File: src/rtl/sseg_mux_decoder.sv
// Readback decoder for a multiplexed active-low seven-segment bus: recovers per-digit nibble/DP
// once the bus has been stable. Define SSEG_DECODER_BLANK_EN to accept 7F as a legal blank digit.
module sseg_mux_decoder #(
  parameter int NUM_DIGITS    = 8,
  parameter int STABLE_CYCLES = 4
) (
  input  logic                            clk,
  input  logic                            reset,
  input  logic [NUM_DIGITS-1:0]           an,
  input  logic [7:0]                      sseg,
  output logic [4*NUM_DIGITS-1:0]         hex_out,
  output logic [NUM_DIGITS-1:0]           dp_out,
  output logic [NUM_DIGITS-1:0]           digit_valid,
  output logic [NUM_DIGITS-1:0]           digit_err,
  output logic                            upd_stb,
  output logic [$clog2(NUM_DIGITS)-1:0]   upd_idx
);

  localparam int IW = $clog2(NUM_DIGITS);
  localparam int CW = $clog2(STABLE_CYCLES + 1);
  localparam logic [CW-1:0] CNT_MAX = CW'(STABLE_CYCLES);

  logic [NUM_DIGITS-1:0] r_an;
  logic [7:0]            r_seg;
  logic [CW-1:0]         cnt;
  logic                  armed;

  logic [NUM_DIGITS-1:0] an_act;
  logic                  one_hot;
  logic                  stable;
  logic                  capture;
  logic [IW-1:0]         idx;
  logic [3:0]            nib;
  logic                  legal;
  logic                  blank;

  assign an_act  = ~r_an;
  assign one_hot = (an_act != '0) && ((an_act & (an_act - NUM_DIGITS'(1))) == '0);
  // The incoming bus is compared with the registered copy, so a held value counts from the
  // first edge after it appears and the capture lands on edge STABLE_CYCLES+1.
  assign stable  = ({an, sseg} == {r_an, r_seg}) && one_hot;
  assign capture = stable && armed && (cnt == CNT_MAX - CW'(1));

  always_comb begin
    idx = '0;
    for (int i = 0; i < NUM_DIGITS; i++)
      if (!r_an[i]) idx = IW'(i);
  end

  always_comb begin
    nib   = 4'h0;
    legal = 1'b1;
    blank = 1'b0;
    case (r_seg[6:0])
      7'h40: nib = 4'h0;
      7'h79: nib = 4'h1;
      7'h24: nib = 4'h2;
      7'h30: nib = 4'h3;
      7'h19: nib = 4'h4;
      7'h12: nib = 4'h5;
      7'h02: nib = 4'h6;
      7'h78: nib = 4'h7;
      7'h00: nib = 4'h8;
      7'h10: nib = 4'h9;
      7'h08: nib = 4'hA;
      7'h03: nib = 4'hB;
      7'h46: nib = 4'hC;
      7'h21: nib = 4'hD;
      7'h06: nib = 4'hE;
      7'h0E: nib = 4'hF;
`ifdef SSEG_DECODER_BLANK_EN
      7'h7F: begin
        legal = 1'b0;
        blank = 1'b1;
      end
`endif
      default: legal = 1'b0;
    endcase
  end

  always_ff @(posedge clk) begin
    if (reset) begin
      r_an        <= '1;
      r_seg       <= '1;
      cnt         <= '0;
      armed       <= 1'b1;
      hex_out     <= '0;
      dp_out      <= '0;
      digit_valid <= '0;
      digit_err   <= '0;
      upd_stb     <= 1'b0;
      upd_idx     <= '0;
    end else begin
      r_an    <= an;
      r_seg   <= sseg;
      upd_stb <= capture;
      if (!stable) begin
        cnt   <= '0;
        armed <= 1'b1;
      end else if (cnt != CNT_MAX) begin
        cnt <= cnt + CW'(1);
      end
      if (capture) begin
        armed              <= 1'b0;
        hex_out[4*idx +: 4] <= nib;
        dp_out[idx]        <= r_seg[7];
        digit_valid[idx]   <= legal;
        digit_err[idx]     <= !legal && !blank;
        upd_idx            <= idx;
      end
    end
  end

endmodule

File: config.mk
export PLATFORM = sky130hd
export DESIGN_NAME = sseg_mux_decoder
export DESIGN_NICKNAME = d
export VERILOG_FILES = /design/src/rtl/sseg_mux_decoder.sv
export SDC_FILE = /design/constraint.sdc
export NUM_CORES = 1
export LEC_CHECK = 0
export BUFFER_PORTS_ARGS = -buffer_cell sky130_fd_sc_hd__buf_2
export CAP_MARGIN = 20
export CORE_MARGIN = 3
export CORE_UTILIZATION = 50
export CTS_CLUSTER_DIAMETER = 200
export DETAILED_ROUTE_END_ITERATION = 12
export PLACE_DENSITY = 0.77
export SLEW_MARGIN = 20
export SYNTH_ARGS = -nofsm -noshare
export SYNTH_HDL_FRONTEND = slang
export SYNTH_SLANG_ARGS = --single-unit
File: constraint.sdc
create_clock -name clk -period 4 [get_ports clk]
set_input_delay 0.8 -clock clk [delete_from_list [all_inputs] [get_ports clk]]
set_output_delay 0.8 -clock clk [all_outputs]
set_load 0.005 [all_outputs]
# Word-level counts from Yosys, hierarchy flattened

Index checks and enable logic that the tools add are counted.

Bits in registers: 80
Input port bits: 18
Output and inout port bits: 60
Logic and storage cells: 67

Reductions and logical operators: 11
Equality and inequality tests: 19
$lt $le $gt $ge: 2
Muxes and demuxes: 17
Bitwise logic cells: 3
Shift-type cells: 2
$add $sub $neg: 3

Operators by type and width:

| kind                    | number |
|---|---|
| $pmux 4 s15             | 1 |
| $neg 5->34              | 1 |
| $shift 4x34->32 const A | 1 |
| $shiftx 4x34->32        | 1 |
| $bwmux 32               | 1 |
| $eq 7x7->1 const B      | 4 |
| $bwmux 8                | 3 |
| $eq 7x5->1 const B      | 3 |
| $eq 7x6->1 const B      | 3 |
| $eq 16x16->1            | 1 |
| $reduce_or 16->1        | 1 |
| $eq 7x2->1 const B      | 2 |
| $eq 7x4->1 const B      | 2 |
| $mux 3                  | 4 |
| $and 8x8->8             | 1 |
| $logic_not 8->1         | 1 |
| $not 8->8               | 1 |
| $reduce_bool 8->1       | 1 |
| $sub 8x1->8 const B     | 1 |
| $eq 7x3->1 const B      | 1 |
| $logic_not 7->1         | 1 |
| $logic_and 1x1->1       | 5 |
| $mux 1                  | 5 |
| $lt 3x4->1 const B      | 1 |
| 10 further kinds        | 11 |

# Logic depth before layout (Yosys ltp)

Word-level depth: 12
Depth in mapped cells: 12
Mapped depth without buffers: 9

# Least setup slack after synthesis

Ideal clock, no wire load.

Path kind: reg2reg
Start point: reg r_an[4]
End point: reg hex_out[1]
Period minus slack after synthesis: 2.544 ns
Slack: 1.456 ns
Stages on the path, launching flop included: 13
Library setup time: 0.072 ns
Buffers on the path: 3
Data required time: 3.928 ns
Arrival time: 2.472 ns
Cell sequence: dfxtp_1 -> clkbuf_1 -> nand2_1 -> a21oi_1 -> nor2_1 -> ha_1 -> ha_1 -> clkbuf_1 -> nand3b_1 -> nor4_1 -> and4_1 -> clkbuf_2 -> mux2i_1

Longest elaborated chain between the ends: 8
Elaborated cells between the ends (all ways): 18
Classes of those cells: 2 x add/sub; 1 x eq/ne; 2 x shift; 5 x mux; 2 x bitwise; 6 x reduce/logical

RTL lines:

| item                                                               | RTL line | source |
|---|---|---|
| start, declared                                                    | 23       | `logic [NUM_DIGITS-1:0] r_an;` |
| start signal, assigned                                             | 94       | `r_an <= an;` |
| parallel branches: the longest is 8 deep, another holds $neg 5->34 | --       |  |
| end signal, assigned by index                                      | 105      | `hex_out[4*idx +: 4] <= nib;` |
| end, declared                                                      | 11       | `output logic [4*NUM_DIGITS-1:0] hex_out,` |

Several ways; the timed one is not identified.
A chain may end at the register's enable or synchronous reset.

# Worst setup path after layout

Start point: reg r_an[5]
End point: reg hex_out[10]

Longest elaborated chain between the ends: 8
Elaborated cells between the ends (all ways): 17
Classes of those cells: 2 x add/sub; 1 x eq/ne; 2 x shift; 4 x mux; 2 x bitwise; 6 x reduce/logical

RTL lines:

| item |
|---|
| parallel branches: the longest is 8 deep, another holds $neg 5->34 |

Several ways; the timed one is not identified.

==> tab_implementation.tex <==
\begin{tabular}{lr}
\hline
Metric & Value \\
\hline
\multicolumn{2}{l}{\textbf{Status}} \\
\quad Run status & finished clean \\
\multicolumn{2}{l}{\textbf{Pwr}} \\
\quad Power density over the cells & approximately 330 mW/mm\^{}2 \\
\quad Static leakage & 2.10 nW \\
\quad Maximum VDD drop & roughly 0.16 mV \\
\multicolumn{2}{l}{\textbf{Clocking}} \\
\quad CTS Root Buffer Type & sky130\_fd\_sc\_hd\_\_clkbuf\_8 \\
\quad Post-cts gate resize count & 0 \\
\quad Clock Sink Count & 80 \\
\quad Hold buffer count at cts & 0 \\
\quad Deepest clock path buffer count & 2 \\
\quad CTS buffer count & 9 \\
\quad Latest clock arrival within the worst-skew pair & $\sim$0.36 ns \\
\quad Post-CTS Setup Bufs & 0 \\
\quad TritonCTS clock tree & built \\
\quad Post-CTS clock slew at the launch and capture registers of the worst setup and hold paths & roughly 0.09 ns \\
\quad Number of H-tree levels & 3 \\
\multicolumn{2}{l}{\textbf{Place}} \\
\quad Detailed-placement wirelength estimate & 6900 microns \\
\quad Placement-stage cell area & roughly 0.0044 sq mm \\
\quad Routability congestion estimate & about 0.85 \\
\quad IO Port Bufs & a little under 80 \\
\multicolumn{2}{l}{\textbf{Global routing}} \\
\quad Total global routing track utilization & 0.211 \\
\quad Total gr overflow & 0 \\
\quad First-pass GRT wire length & approximately 15000 microns \\
\quad Vias in the first global route & around 3300 \\
\quad Number of antenna violations at the first check in global routing & 0 \\
\quad Maximum number of pins on one net before global-route repair & 36 \\
\multicolumn{2}{l}{\textbf{Setup path}} \\
\quad Critical path peak fanout & 10 \\
\quad Number of cells on the worst reg-to-reg path & 7 \\
\quad Register-to-register path setup slack & 1.03 ns \\
\quad Endpoint of the worst-slack reg-to-reg timing path & hex\_out[10] \\
\quad Launching point of the worst reg2reg path & r\_an[5] \\
\quad Setup Crit Path Kind & reg2reg \\
\quad Category of the worst setup path launch point & flip-flop \\
\quad Arrival time at the worst endpoint & about 3.3 ns \\
\quad Required time at the worst-slack endpoint & about 4.3 ns \\
\quad Worst setup EP type & flip-flop \\
\multicolumn{2}{l}{\textbf{Min path}} \\
\quad Cell depth of the worst hold path & 2 \\
\quad Hold path startpoint & hex\_out[13] \\
\quad Sink of the worst hold path & hex\_out[13] \\
\quad Type of the tightest min-delay check & reg2reg \\
\multicolumn{2}{l}{\textbf{Finish}} \\
\quad Final net count & around 530 \\
\quad Post-synthesis to final-layout area growth & 12.6\% \\
\quad Fraction of final layout cells with drive strength greater than 1 & 0.241 \\
\quad Post-route cell area & 0.00460 sq mm \\
\quad Number of inserted diodes & 0 \\
\quad Filler cell count in the final layout & roughly 700 \\
\multicolumn{2}{l}{\textbf{Timing}} \\
\quad Final hold viol count & 0 \\
\quad Clock Skew & about 0.014 ns \\
\quad Minimum clock period after layout & about 3 ns \\
\quad RSZ-0062 raised after global routing & false \\
\quad Final setup violation count & 0 \\
\quad Setup Total Neg Slack & 0 ns \\
\quad Max-slew violations & 0 \\
\quad Period utilization & 0.742 \\
\quad Fmax & approximately 340 MHz \\
\quad Slew at the pin closest to its max-slew limit & between 0.9 and 1 ns \\
\quad Relative max-transition margin & 0.380 \\
\multicolumn{2}{l}{\textbf{Detailed routing}} \\
\quad Wire length per cell after detailed routing & 15.7 microns \\
\quad Wire length after detailed routing & 9570 microns \\
\quad Remaining antenna violation count & 0 \\
\quad Post-DR vias/cell & about 5.5 \\
\quad Violation count after the first detailed-routing iteration & 148 \\
\quad Number of remaining DRC errors & 0 \\
\quad Count of TritonRoute iterations in the first routing pass & 4 \\
\quad Total number of vias & 3360 \\
\multicolumn{2}{l}{\textbf{Synthesis}} \\
\quad Post-synthesis async set-or-reset flop share & 0 \\
\quad Flops \& latches, synth & 80 \\
\quad Most common cell in the synthesized netlist & sky130\_fd\_sc\_hd\_\_dfxtp\_1 \\
\quad Post-synth top flop & sky130\_fd\_sc\_hd\_\_dfxtp\_1 \\
\quad Average cell area after synthesis & 9.16 sq um \\
\quad Ranking of synthesized cells by area & sky130\_fd\_sc\_hd\_\_dfxtp\_1, sky130\_fd\_sc\_hd\_\_mux2i\_1, sky130\_fd\_sc\_hd\_\_nand2\_1 \\
\quad Sequential element share of the synthesized area & 0.392 \\
\quad Post-synth EDFFs & 0 \\
\quad Cells after Synth & between 400 and 500 \\
\quad Leading cell types by count after synthesis & sky130\_fd\_sc\_hd\_\_dfxtp\_1, sky130\_fd\_sc\_hd\_\_nand2\_1, sky130\_fd\_sc\_hd\_\_mux2i\_1, sky130\_fd\_sc\_hd\_\_nand4\_1 \\
\quad Area fraction of the dominant cell type after synthesis & 0.392 \\
\quad Leading area contributor after synthesis & sky130\_fd\_sc\_hd\_\_dfxtp\_1 \\
\quad Unique masters post-synth & 61 \\
\quad Post-synthesis instance area & about 0.0041 sq mm \\
\quad Post-synth net total & roughly 470 \\
\quad Warnings, synthesis & 0 \\
\multicolumn{2}{l}{\textbf{Die}} \\
\quad Starting utilization of the core area & 0.523 \\
\quad Area of the core & between 0.007 and 0.008 sq mm \\
\quad Die Wd & a little under 100 microns \\
\quad Total Die Area & just over 0.009 sq mm \\
\quad Top Ports & between 70 and 80 \\
\quad Vertical extent of the die & between 90 and 100 microns \\
\quad Number of rows created at floorplan & 32 \\
\multicolumn{2}{l}{\textbf{Job}} \\
\quad MaxCap Viol Count & 0 \\
\hline
\end{tabular}
-- logic make-up (layout without fill, tap and decap cells) --
| group | Yosys count | after routing | synth area share |
|---|---|---|---|
| buffers and inverters | 46 | 107 | 0.0558 |
| flip-flops | 80 | 80 | 0.392 |
| XOR/XNOR | 17 | 17 | 0.0365 |
| AO/OA/AOI/OAI | 44 | 44 | 0.0803 |
| AND/OR/NAND/NOR | 189 | 189 | 0.256 |
| multiplexers | 60 | 60 | 0.150 |
| adder cells (fa/ha/maj) | 10 | 10 | 0.0300 |
-- through the flow --
| step | instances | setup slack, ns | hold WS, ns | utilization | power [mW] |
|---|---|---|---|---|---|
| 4_1_cts | 609 | 1.08 | 0.461 | 0.589 | 1.52 |
| 6_report | 609 | 1.03 | 0.458 | 0.589 | 1.51 |
| 3_5_place_dp | 593 | 0.936 | 0.445 | 0.567 | 0.992 |
| 3_3_place_gp | 593 | 0.983 | 0.442 | 0.567 | 0.986 |
| 5_1_grt | 609 | 0.602 | 0.473 | 0.589 | 1.56 |
| 2_1_floorplan | 446 | 1.46 | 0.434 | - | 0.954 |
-- state kept, by name, summed over array words and instances (netlist names) --
signal / cells
cnt: 3
r_seg: 8
digit_err: 8
hex_out: 32
digit_valid: 8
r_an: 8
armed: 1
dp_out: 8
upd_idx: 3
upd_stb: 1
-- cell type report --
cell class	instances	area, sq um	share of cell area
repair buffers	79	400	0.0871
multi-input cells	320	2250	0.490
well taps	102	128	0.0277
clock buffers	10	128	0.0277
flip-flops and latches	80	1600	0.348
clock inverters	6	42.5	0.00925
inverters	12	45.0	0.00979
-- placed cells by master (no fill, tap or decap), types with 3 or more instances in the layout --
master                     count
sky130_fd_sc_hd__nand3_1      10
sky130_fd_sc_hd__nor2b_1      15
sky130_fd_sc_hd__dfxtp_1      80
sky130_fd_sc_hd__and4_1        5
sky130_fd_sc_hd__nor2_1       10
sky130_fd_sc_hd__o21ai_0       6
sky130_fd_sc_hd__mux2_2        3
sky130_fd_sc_hd__xor2_1        7
sky130_fd_sc_hd__nor4_1        5
sky130_fd_sc_hd__o211ai_1      7
sky130_fd_sc_hd__nand2_1      72
sky130_fd_sc_hd__clkbuf_8      9
sky130_fd_sc_hd__nand2b_1      4
sky130_fd_sc_hd__mux2i_1      51
sky130_fd_sc_hd__nand3b_1      4
sky130_fd_sc_hd__or2_2        16
sky130_fd_sc_hd__a311oi_1      3
sky130_fd_sc_hd__mux2_1        6
sky130_fd_sc_hd__ha_1          9
sky130_fd_sc_hd__a31oi_1       5
sky130_fd_sc_hd__xnor2_1      10
sky130_fd_sc_hd__nor3_1        7
sky130_fd_sc_hd__a21oi_1       5
sky130_fd_sc_hd__nand4_1      18
sky130_fd_sc_hd__nor3b_1       5
sky130_fd_sc_hd__buf_2        77
sky130_fd_sc_hd__inv_1        11
-- power by group --
part	internal, mW	switching [mW]	leakage (nW)
clock	0.227	0.301	0.0831
sequential	0.804	0.0239	0.649
combinational	0.0544	0.0944	1.37
-- worst max path at each step --
stage,from,depth (start not counted),slack [ns],end
after CTS,r_an[5],7,1.08,hex_out[25]
after floorplan,r_an[4],12,1.46,hex_out[1]
after detailed placement,an[1],6,0.94,digit_err[6]
final,r_an[5],7,1.03,hex_out[10]
after global placement,an[1],6,0.98,digit_err[6]
after global routing,r_an[5],7,0.60,hex_out[10]
-- routing by layer --
layer / vias to the layer above / share of wire / track usage
met2: 88 / 0.48 / 0.350
met5: - / 0 / 0
met3: 15 / 0.047 / 0.0325
li1: 1684 / - / -
met1: 1573 / 0.46 / 0.271
met4: 0 / 0.018 / 0.0946
-- critical path, cell delays in order, from the launching register on --
cell	delay [ns]
sky130_fd_sc_hd__dfxtp_1	0.53
sky130_fd_sc_hd__nand2b_1	0.17
sky130_fd_sc_hd__nand2_1	0.11
sky130_fd_sc_hd__nor2_1	0.49
sky130_fd_sc_hd__ha_1	0.43
sky130_fd_sc_hd__nor3_1	0.73
sky130_fd_sc_hd__o211ai_1	0.26
sky130_fd_sc_hd__mux2i_1	0.19
Note: power is estimated with default switching activity, not from simulation.
